`config.mk`:
```
export PLATFORM = sky130hd
export DESIGN_NAME = draw_fade_flat
export DESIGN_NICKNAME = d
export VERILOG_FILES = /design/src/rtl/draw_fade_if.sv /design/src/rtl/draw_fade.sv /design/src/flat_wrapper.sv
export SDC_FILE = /design/constraint.sdc
export NUM_CORES = 1
export LEC_CHECK = 0
export ABC_CLOCK_PERIOD_IN_PS = 5480
export CORE_MARGIN = 4
export CORE_UTILIZATION = 30
export DETAILED_ROUTE_END_ITERATION = 8
export GPL_TIMING_DRIVEN = 0
export SLEW_MARGIN = 10
export SYNTH_ARGS = -nofsm -noshare
export SYNTH_HDL_FRONTEND = slang
export SYNTH_SLANG_ARGS = --single-unit
```
`constraint.sdc`:
```
create_clock -name clk -period 5.48 [get_ports clk]
set_input_delay 1.37 -clock clk [delete_from_list [all_inputs] [get_ports clk]]
set_output_delay 1.37 -clock clk [all_outputs]
set_load 0.005 [all_outputs]
```
`src/rtl/draw_fade_if.sv`:
```
// draw_fade shared types and the VGA timing bundle.
// draw_fade_pkg holds the pixel width and the game_mode encoding shared with draw.
// vga_if carries the six timing fields: the "out" modport drives them and the "in" modport receives them.
package draw_fade_pkg;
  localparam int RGB_B  = 12;
  localparam int VCNT_W = 11;

  typedef enum logic [1:0] {
    MENU = 2'd0,
    GAME = 2'd1,
    WIN  = 2'd2,
    LOSE = 2'd3
  } game_mode;
endpackage

interface vga_if;
  logic [draw_fade_pkg::VCNT_W-1:0] vcount;
  logic                             vsync;
  logic                             vblnk;
  logic [draw_fade_pkg::VCNT_W-1:0] hcount;
  logic                             hsync;
  logic                             hblnk;

  modport in  (input  vcount, vsync, vblnk, hcount, hsync, hblnk);
  modport out (output vcount, vsync, vblnk, hcount, hsync, hblnk);
endinterface

```
`src/rtl/draw_fade.sv`:
```
// draw_fade: post-compositor fade stage between draw and the VGA pins.
// A mode change blanks the picture. It is then faded back in, one brightness step
// every FRAMES_PER_STEP frame starts. Timing passes through with one register stage.
// Optional macro DRAW_FADE_HOLD_EN: when defined, the picture is held black for
// HOLD_FRAMES frame starts before the fade-in begins. When undefined, the fade-in starts at once.
module draw_fade
  import draw_fade_pkg::*;
#(
  parameter int FRAMES_PER_STEP = 2,
  parameter int HOLD_FRAMES     = 8
) (
  input  logic             clk,
  input  logic             rst,
  input  game_mode         mode,
  vga_if.in                vga_in,
  input  logic [RGB_B-1:0] rgb_in,
  vga_if.out               vga_out,
  output logic [RGB_B-1:0] rgb_out,
  output logic             fading
);

  localparam int CNT_MAX = (HOLD_FRAMES > FRAMES_PER_STEP) ? HOLD_FRAMES : FRAMES_PER_STEP;
  localparam int CNT_W   = $clog2(CNT_MAX + 1);

  typedef enum logic [1:0] {
    S_IDLE = 2'd0,
    S_HOLD = 2'd1,
    S_FADE = 2'd2
  } state_t;

  state_t             state_q, state_d;
  logic [4:0]         level_q, level_d;
  logic [CNT_W-1:0]   cnt_q, cnt_d;
  game_mode           mode_q;
  logic [RGB_B-1:0]   rgb_q, rgb_d;
  logic               fading_q;

  logic               mode_chg_s;
  logic               frame_start_s;
  logic               blank_s;
  logic [CNT_W-1:0]   cnt_inc_s;

  // One 4-bit channel scaled by a 0..16 brightness: (c * level) >> 4, at most 15.
  function automatic logic [3:0] scale_ch(input logic [3:0] c, input logic [4:0] lv);
    scale_ch = 4'(({4'b0000, c} * {3'b000, lv}) >> 3'd4);
  endfunction

  assign mode_chg_s    = (mode != mode_q);
  assign frame_start_s = (vga_in.hcount == 11'd0) && (vga_in.vcount == 11'd0);
  assign blank_s       = vga_in.hblnk | vga_in.vblnk;
  assign cnt_inc_s     = cnt_q + CNT_W'(1);

  // Next fade state. A mode change overrides a frame start seen on the same cycle.
  always_comb begin
    state_d = state_q;
    level_d = level_q;
    cnt_d   = cnt_q;
    if (mode_chg_s) begin
      level_d = 5'd0;
      cnt_d   = '0;
`ifdef DRAW_FADE_HOLD_EN
      state_d = S_HOLD;
`else
      state_d = S_FADE;
`endif
    end else if (frame_start_s) begin
      case (state_q)
        S_HOLD: begin
          if (cnt_inc_s == CNT_W'(HOLD_FRAMES)) begin
            cnt_d   = '0;
            state_d = S_FADE;
          end else begin
            cnt_d   = cnt_inc_s;
          end
        end
        S_FADE: begin
          if (cnt_inc_s == CNT_W'(FRAMES_PER_STEP)) begin
            cnt_d   = '0;
            level_d = level_q + 5'd1;
            if (level_q == 5'd15) begin
              state_d = S_IDLE;
            end else begin
              state_d = state_q;
            end
          end else begin
            cnt_d   = cnt_inc_s;
          end
        end
        default: begin
          state_d = state_q;
        end
      endcase
    end else begin
      state_d = state_q;
    end
  end

  // Pixel scaled by the level it takes on this edge, forced to black in blanking.
  always_comb begin
    rgb_d = '0;
    if (blank_s) begin
      rgb_d = '0;
    end else begin
      rgb_d = {scale_ch(rgb_in[11:8], level_d),
               scale_ch(rgb_in[7:4],  level_d),
               scale_ch(rgb_in[3:0],  level_d)};
    end
  end

  // State, counters and the one-cycle output register stage.
  always_ff @(posedge clk or negedge rst) begin
    if (!rst) begin
      state_q        <= S_IDLE;
      level_q        <= 5'd16;
      cnt_q          <= '0;
      mode_q         <= MENU;
      rgb_q          <= '0;
      fading_q       <= 1'b0;
      vga_out.hcount <= 11'd0;
      vga_out.vcount <= 11'd0;
      vga_out.hsync  <= 1'b0;
      vga_out.vsync  <= 1'b0;
      vga_out.hblnk  <= 1'b0;
      vga_out.vblnk  <= 1'b0;
    end else begin
      state_q        <= state_d;
      level_q        <= level_d;
      cnt_q          <= cnt_d;
      mode_q         <= mode;
      rgb_q          <= rgb_d;
      fading_q       <= (state_d != S_IDLE);
      vga_out.hcount <= vga_in.hcount;
      vga_out.vcount <= vga_in.vcount;
      vga_out.hsync  <= vga_in.hsync;
      vga_out.vsync  <= vga_in.vsync;
      vga_out.hblnk  <= vga_in.hblnk;
      vga_out.vblnk  <= vga_in.vblnk;
    end
  end

  assign rgb_out = rgb_q;
  assign fading  = fading_q;

endmodule

```
`src/flat_wrapper.sv`:
```
// flat-port wrapper written by rule: the top's interface ports become plain ports
module draw_fade_flat import draw_fade_pkg::*;
#(
  parameter int FRAMES_PER_STEP = 2,
  parameter int HOLD_FRAMES     = 8
)
  (clk, rst, mode, rgb_in, rgb_out, fading, vga_in_vcount, vga_in_vsync, vga_in_vblnk, vga_in_hcount, vga_in_hsync, vga_in_hblnk, vga_out_vcount, vga_out_vsync, vga_out_vblnk, vga_out_hcount, vga_out_hsync, vga_out_hblnk);
  vga_if vga_in_i ();
  vga_if vga_out_i ();
  input  logic clk;
  input  logic rst;
  input  game_mode mode;
  input  logic [RGB_B-1:0] rgb_in;
  output logic [RGB_B-1:0] rgb_out;
  output logic fading;
  input wire logic [$bits(vga_in_i.vcount)-1:0] vga_in_vcount;
  input wire logic [$bits(vga_in_i.vsync)-1:0] vga_in_vsync;
  input wire logic [$bits(vga_in_i.vblnk)-1:0] vga_in_vblnk;
  input wire logic [$bits(vga_in_i.hcount)-1:0] vga_in_hcount;
  input wire logic [$bits(vga_in_i.hsync)-1:0] vga_in_hsync;
  input wire logic [$bits(vga_in_i.hblnk)-1:0] vga_in_hblnk;
  output wire logic [$bits(vga_out_i.vcount)-1:0] vga_out_vcount;
  output wire logic [$bits(vga_out_i.vsync)-1:0] vga_out_vsync;
  output wire logic [$bits(vga_out_i.vblnk)-1:0] vga_out_vblnk;
  output wire logic [$bits(vga_out_i.hcount)-1:0] vga_out_hcount;
  output wire logic [$bits(vga_out_i.hsync)-1:0] vga_out_hsync;
  output wire logic [$bits(vga_out_i.hblnk)-1:0] vga_out_hblnk;
  assign vga_in_i.vcount = vga_in_vcount;
  assign vga_in_i.vsync = vga_in_vsync;
  assign vga_in_i.vblnk = vga_in_vblnk;
  assign vga_in_i.hcount = vga_in_hcount;
  assign vga_in_i.hsync = vga_in_hsync;
  assign vga_in_i.hblnk = vga_in_hblnk;
  assign vga_out_vcount = vga_out_i.vcount;
  assign vga_out_vsync = vga_out_i.vsync;
  assign vga_out_vblnk = vga_out_i.vblnk;
  assign vga_out_hcount = vga_out_i.hcount;
  assign vga_out_hsync = vga_out_i.hsync;
  assign vga_out_hblnk = vga_out_i.hblnk;
  draw_fade #(.FRAMES_PER_STEP(FRAMES_PER_STEP), .HOLD_FRAMES(HOLD_FRAMES)) u_core (.clk(clk), .rst(rst), .mode(mode), .vga_in(vga_in_i), .rgb_in(rgb_in), .vga_out(vga_out_i), .rgb_out(rgb_out), .fading(fading));
endmodule
```
==> qor.csv, run 1 <==
metric,value,unit
drt drc,0,
I/O Pins,81,
Critical Path RT,5730,ps
Post-Syn Area per Cell,10.2,sq um
Worst Path Max Fanout,5,
ant diodes,0,
asr flop ratio synth,100,%
via/cell ratio,4.89,
Worst Setup End Kind,flop,
placed standard-cell area,4420,sq um
worst hold path type,flop to flop,
CP max stage cell,or4_4,
Synth Cell Area,3340,sq um
"flops & latches, synth",52,
crit path launch type,primary input,
Pre-antenna DRT Iters,4,
Slew headroom,48.3,%
Worst-Margin Slew,771,ps
GRT overflow,0,
maxcap violations,0,
CTS Buf Count,5,
Root Buffer,clkbuf_8,
kind of cell adding the most delay to the critical path,simple AND/OR/NAND/NOR gates,
antenna violations before repair,0,
Tmin final,5440,ps
nets,533,
Clock Pin Slew Worst Setup and Hold Paths,100,ps
DRT antenna net count,0,
Most used DFF post-synth,dfrtp_1,
WP buf/inv,4,
fin. max-slew vios,0,
Die Wd,114,microns
"commonest non-fill, non-tap cells in the layout","clkdlybuf4s50_1 (59), dfrtp_1 (51), ha_1 (30)",
Routed WL,9030,microns
cell count after placement,549,
CTS H-tree depth,2,
Initial Util,30.7,%
Max Clk Rate,184,MHz
classification of the worst setup path,primary input to flop,
Synth-to-Final Area Change,46.7,%
post-DP HPWL,6660,microns
GPL Wtd Cong,0.768,
Final Cycle Share,99.3,%
largest net degree at the start of global routing,33,
final instance area,4900,sq um
Clock Sinks,52,
Worst Path Arrival,5690,ps
leakage,0.00220,uW
die height,114,microns
pwr dens,154,nW/um^2
Max IR drop VDD,0.106,mV
hold_buf cts,0,
Syn Nets,418,
insertion delay to the later sink of the worst-skew pair,320,ps
Initial DRC Count,116,
# setup viols final,0,
"most common cell after layout, fill and taps aside",clkdlybuf4s50_1,
number of I/O port buffers,80,
Post-Syn Instances,328,
Wirelength per Cell,15.5,microns
Cell Rows,38,
count of different cell masters after synthesis,48,
die area,12900,sq um
CTS tree,yes,
final std cells w/o fill,584,
global-route wire length before repair,15200,microns
core box area,10900,sq um
"Largest stage delay, worst path",540,ps
Post-synth EDFFs,0,
Setup Skew,9.84,ps
vias,2855,
sequential area share after synthesis,39.0,%
GRT Total Usage,14.8,%
final hold vios,0,
Clock Tree Buf Depth,2,
Synth warnings,0,
RSZ-0062 raised after global routing,true,
share of cells above drive strength 1,24.8,%
number of global-route vias before repair,3015,
status,"complete, no violations",
"Cell Chain, Critical Path",buf_2 -> or4_4 -> or4_4 -> nor2_4 -> mux2i_4 -> nor2_4 -> buf_4 -> and2_4 -> fa_1 -> inv_1 -> fa_1 -> inv_1 -> ha_4 -> or2_2 -> a21oi_2 -> a311oi_2 -> a211o_1 -> a21oi_1,
==> worst reg2reg max path: cells and delay by family (launching register included) <==
kind,cells,cell delay (ps)
fa+ha+maj,4,1480
simple gates,7,1270
flops,1,450
compound gates,5,940
xor+xnor,1,160
buf+inv,3,420
==> sequential cells by signal, summed over array words and instances, names as in the netlist <==
signal	flops
u_core.cnt_q	4
u_core.fading	1
u_core.level_q	5
u_core.mode_q	2
u_core.rgb_out	12
u_core.state_q	2
u_core.vga_out.hblnk	1
u_core.vga_out.hcount	11
u_core.vga_out.hsync	1
u_core.vga_out.vblnk	1
u_core.vga_out.vcount	11
u_core.vga_out.vsync	1
==> through the flow <==
step                setup slack [ps]  hold slack, ps  power [uW]  setup TNS (ps)  util, %
finish                          39.8             600         754               0     45.0
detailed placement             -1070             593         487          -12030     40.6
global placement               -1000             569         484          -11040     40.5
floorplan                      -29.1             540         416           -29.1        -
CTS                             1.20             608         764               0     43.4
global route                    -178             640         787            -580     45.0
==> metal layers <==
layer | up-vias | GRT usage [%] | routed length [microns]
li1 | 1373 | - | -
met1 | 1420 | 18.1 | 3720
met2 | 44 | 26.6 | 4840
met3 | 18 | 1.54 | 238
met4 | 0 | 5.93 | 236
met5 | - | 0 | 0
==> repair_timing <==
item / 4_1_cts / 5_1_grt
pin swaps: 33 / 34
resized for setup: 83 / 40
buffers inserted: 11 / 16
setup endpoints to repair: 12 / 12
cloned: 1 / 0
==> report_power, final <==
group	switching, uW	internal, uW	total (uW)
Combinational	40.6	43.6	84.2
Clock	135	138	273
Sequential	2.51	394	396
==> worst paths after layout <==
| check | start | cells after the start | end | slack [ps] |
|---|---|---|---|---|
| max | vga_in_vcount[6] | 18 | u_core.rgb_out[11] | 40 |
| max reg2reg | u_core.cnt_q[0] | 20 | u_core.rgb_out[7] | 680 |
| min in group asynchronous | rst | 1 | u_core.vga_out.hcount[9] | 1000 |
| min reg2reg | u_core.state_q[0] | 2 | u_core.state_q[0] | 600 |
| min | u_core.state_q[0] | 2 | u_core.state_q[0] | 600 |
| max in group asynchronous | rst | 2 | u_core.level_q[4] | 3880 |
==> cell usage after synthesis, types with 2 or more instances <==
master    count  share of area (%)
nor2_2        2               0.37
fa_1         15                9.0
dfrtp_1      51                 38
xnor2_1       5                1.3
and2_1       32                6.0
o31ai_1       2               0.45
o31a_1        4                1.0
mux2i_1       2               0.60
clkbuf_1      4               0.45
nand3_1       5               0.75
and3_1        5               0.94
buf_2         2               0.30
or4_1         4               0.90
a211o_1       2               0.52
ha_1         33                 12
xor2_1        4                1.0
a21boi_0      2               0.45
o21ai_0       3               0.45
nor4_1        8                1.5
nor2_1       14                1.6
nor3_2        2               0.60
a31oi_1       3               0.56
a311oi_1      2               0.52
nand2b_1      2               0.37
nor2b_1       2               0.37
or3_1         7                1.3
o211ai_1      3               0.67
nand4_1       4               0.75
inv_1        25                2.8
nor3_1       21                3.1
nand2_1      26                2.9
a21oi_1      10                1.5
o21ai_1       3               0.45
o21a_1        3               0.67
or2_2         3               0.56
==> cells by family after synthesis <==
family | after synthesis | share of synthesized area, %
and+or+nand+nor | 140 | 23.3
DFF | 52 | 39.0
adders and majority gates | 48 | 21.3
AOI/OAI and AO/OA | 43 | 8.99
buffers and inverters | 33 | 4.12
xor gates and xnor gates | 9 | 2.36
muxes | 3 | 0.936
==> final cells by class <==
class | instances | area [sq um]
repair buffers | 108 | 985
clock inverters | 2 | 38.8
well taps | 140 | 175
flip-flops and latches | 52 | 1300
fillers | 1022 | 5990
clock buffers | 6 | 72.6
inverters | 25 | 93.8
plain buffers | 7 | 57.6
multi-input cells | 244 | 2180
Power figures use the tool's default switching activity.
==> run 2, diff against run 1 <==
--- a/config.mk
+++ b/config.mk
@@ -7,10 +7,10 @@
 export LEC_CHECK = 0
 export ABC_CLOCK_PERIOD_IN_PS = 5480
 export CORE_MARGIN = 4
-export CORE_UTILIZATION = 30
+export CORE_UTILIZATION = 36
 export DETAILED_ROUTE_END_ITERATION = 8
 export GPL_TIMING_DRIVEN = 0
-export SLEW_MARGIN = 10
+export RECOVER_POWER = 25
 export SYNTH_ARGS = -nofsm -noshare
 export SYNTH_HDL_FRONTEND = slang
 export SYNTH_SLANG_ARGS = --single-unit
==> run 2 against run 1 <==
Compared with the run above: critical path depth is 1 lower; sequential power barely moved; hold slack got worse by 6.6 ps; critical endpoint is now u_core.rgb_out[3]; critical path type unchanged.
==> qor.csv, run 2 (synthesis gave the netlist of run 1 again) <==
metric,value,unit
status,"complete, no violations",
largest net degree at the start of global routing,31,
Worst Setup End Kind,flop,
Clock Pin Slew Worst Setup and Hold Paths,90,ps
"commonest non-fill, non-tap cells in the layout","clkdlybuf4s50_1 (59), dfrtp_1 (51), ha_1 (30)",
crit path launch type,primary input,
Die Wd,104,microns
Final Cycle Share,99.3,%
GRT overflow,0,
highest metal used,met4,
DRT antenna net count,0,
CTS H-tree depth,2,
fin. max-slew vios,0,
Worst Path Max Fanout,4,
Max Clk Rate,184,MHz
pwr dens,148,nW/um^2
# setup viols final,0,
number of I/O port buffers,80,
"Largest stage delay, worst path",550,ps
maxcap violations,0,
GPL Wtd Cong,0.817,
"most common cell after layout, fill and taps aside",clkdlybuf4s50_1,
Largest register FFs,12,
antenna violations before repair,0,
Worst-Margin Slew,1320,ps
"Cell Chain, Critical Path",buf_6 -> or4_4 -> or4_4 -> nor2_4 -> mux2i_4 -> nor2_4 -> buf_4 -> and2_4 -> fa_1 -> inv_1 -> fa_1 -> inv_1 -> ha_2 -> or3_1 -> or3_4 -> a31oi_2 -> mux2i_1,
CP max stage cell,or4_4,
Place WS,-1080,ps
flop2flop setup slack,630,ps
classification of the worst setup path,primary input to flop,
Wirelength per Cell,15.5,microns
CP Launch Point,vga_in_vcount[7],
Setup Skew,3.60,ps
met3 WL,270,microns
leakage,0.00210,uW
CTS tree,yes,
CTS Buf Count,5,
Worst Path Arrival,5680,ps
DR WL met2,4450,microns
share of cells above drive strength 1,20.1,%
RSZ-0062 raised after global routing,true,
insertion delay to the later sink of the worst-skew pair,310,ps
final instance area,4730,sq um
Cell Rows,34,
Initial Util,37.6,%
ant diodes,0,
I/O Pins,81,
placed standard-cell area,4380,sq um
Critical Path RT,5720,ps
Max IR drop VDD,0.0921,mV
global-route wire length before repair,13400,microns
Slew headroom,12.1,%
final hold vios,0,
die height,104,microns
Routed WL,8370,microns
Worst setup endpoint,u_core.rgb_out[3],
Synth-to-Final Area Change,41.4,%
Clock Sinks,52,
Pre-antenna DRT Iters,4,
fin worst setup slack,39.8,ps
via/cell ratio,5.05,
vias,2729,
post-DP HPWL,6390,microns
wl on met1,3570,microns
total of fill cells in the finished design,808,
die area,10900,sq um
worst hold path type,flop to flop,
Initial DRC Count,135,
Root Buffer,clkbuf_8,
GRT Total Usage,15.2,%
number of global-route vias before repair,2721,
drt drc,0,
core box area,8890,sq um
total power,699,uW
r2r startpoint,u_core.cnt_q[0],
Tmin final,5440,ps
Reg2Reg Capture Point,u_core.rgb_out[11],
Clock Tree Buf Depth,2,
R2R depth,21,
nets,521,
-- run 2: cell types whose count changed in the layout (fill, tap and decap cells not counted), sizes merged --
cell,before,now
bufinv,1,0
buf,43,29
clkbuf,16,17
clkinv,0,2
-- run 2: worst max-delay path, delay by kind of cell --
kind	cells	cell delay, ps
simple gates	7	2170
fa+ha+maj	3	1140
mux	2	490
buf+inv	4	340
compound gates	1	150
-- run 2: cell type report --
type / instances / area [sq um] / area share [%]
buffer: 7 / 51.3 / 1.09
clock buffer: 5 / 68.8 / 1.46
clock inverter: 3 / 22.5 / 0.476
inverter: 25 / 93.8 / 1.99
multi-input combinational: 244 / 2170 / 46.0
sequential: 52 / 1300 / 27.6
tap: 108 / 135 / 2.86
timing repair buffer: 96 / 880 / 18.6
-- run 2: repair_timing --
item,CTS,global route
endpoints found under the setup margin,12,12
gates cloned,1,0
buffers inserted,13,2
pin swaps,29,27
hold buffers,0,0
gates resized for setup,88,39
-- run 2: worst min-delay path by stage --
stage                                from         endpoint  slack, ps  cells past startpoint
after global routing      u_core.cnt_q[3]  u_core.cnt_q[3]        620                      2
after detailed placement  u_core.cnt_q[3]  u_core.cnt_q[3]        580                      2
after floorplan           u_core.cnt_q[3]  u_core.cnt_q[3]        540                      2
after CTS                 u_core.cnt_q[3]  u_core.cnt_q[3]        600                      2
final                     u_core.cnt_q[3]  u_core.cnt_q[3]        590                      2
after global placement    u_core.cnt_q[2]  u_core.cnt_q[2]        570                      2
-- run 2: metrics by stage --
| stage | hold WS [ps] | utilization, % | setup TNS (ps) | cells |
|---|---|---|---|---|
| finish | 594 | 53.2 | 0 | 540 |
| global placement | 571 | 49.1 | -11340 | 516 |
| global route | 625 | 53.2 | -531 | 540 |
| floorplan | 540 | - | -29.1 | 328 |
| CTS | 598 | 52.3 | -76.3 | 538 |
| detailed placement | 584 | 49.3 | -11910 | 517 |
-- run 2: metal layers --
metal,up-vias,track usage (%)
met5,-,0
met3,6,2.48
met4,0,3.80
met1,1323,19.2
li1,1350,-
met2,50,27.2
-- run 2: power by group --
part           total, uW  internal (uW)  switching [uW]
logic               82.7           43.3            39.4
clock network        220           91.6             128
registers            396            394            2.66
total                699            529             170
==> run 3, diff against run 2 <==
--- a/config.mk
+++ b/config.mk
@@ -9,6 +9,7 @@
 export CORE_MARGIN = 4
 export CORE_UTILIZATION = 36
 export DETAILED_ROUTE_END_ITERATION = 8
+export GPL_ROUTABILITY_DRIVEN = 0
 export GPL_TIMING_DRIVEN = 0
 export RECOVER_POWER = 25
 export SYNTH_ARGS = -nofsm -noshare
==> results of run 3 <==
The final DEF is identical to that of run 2; final timing and power are the same.
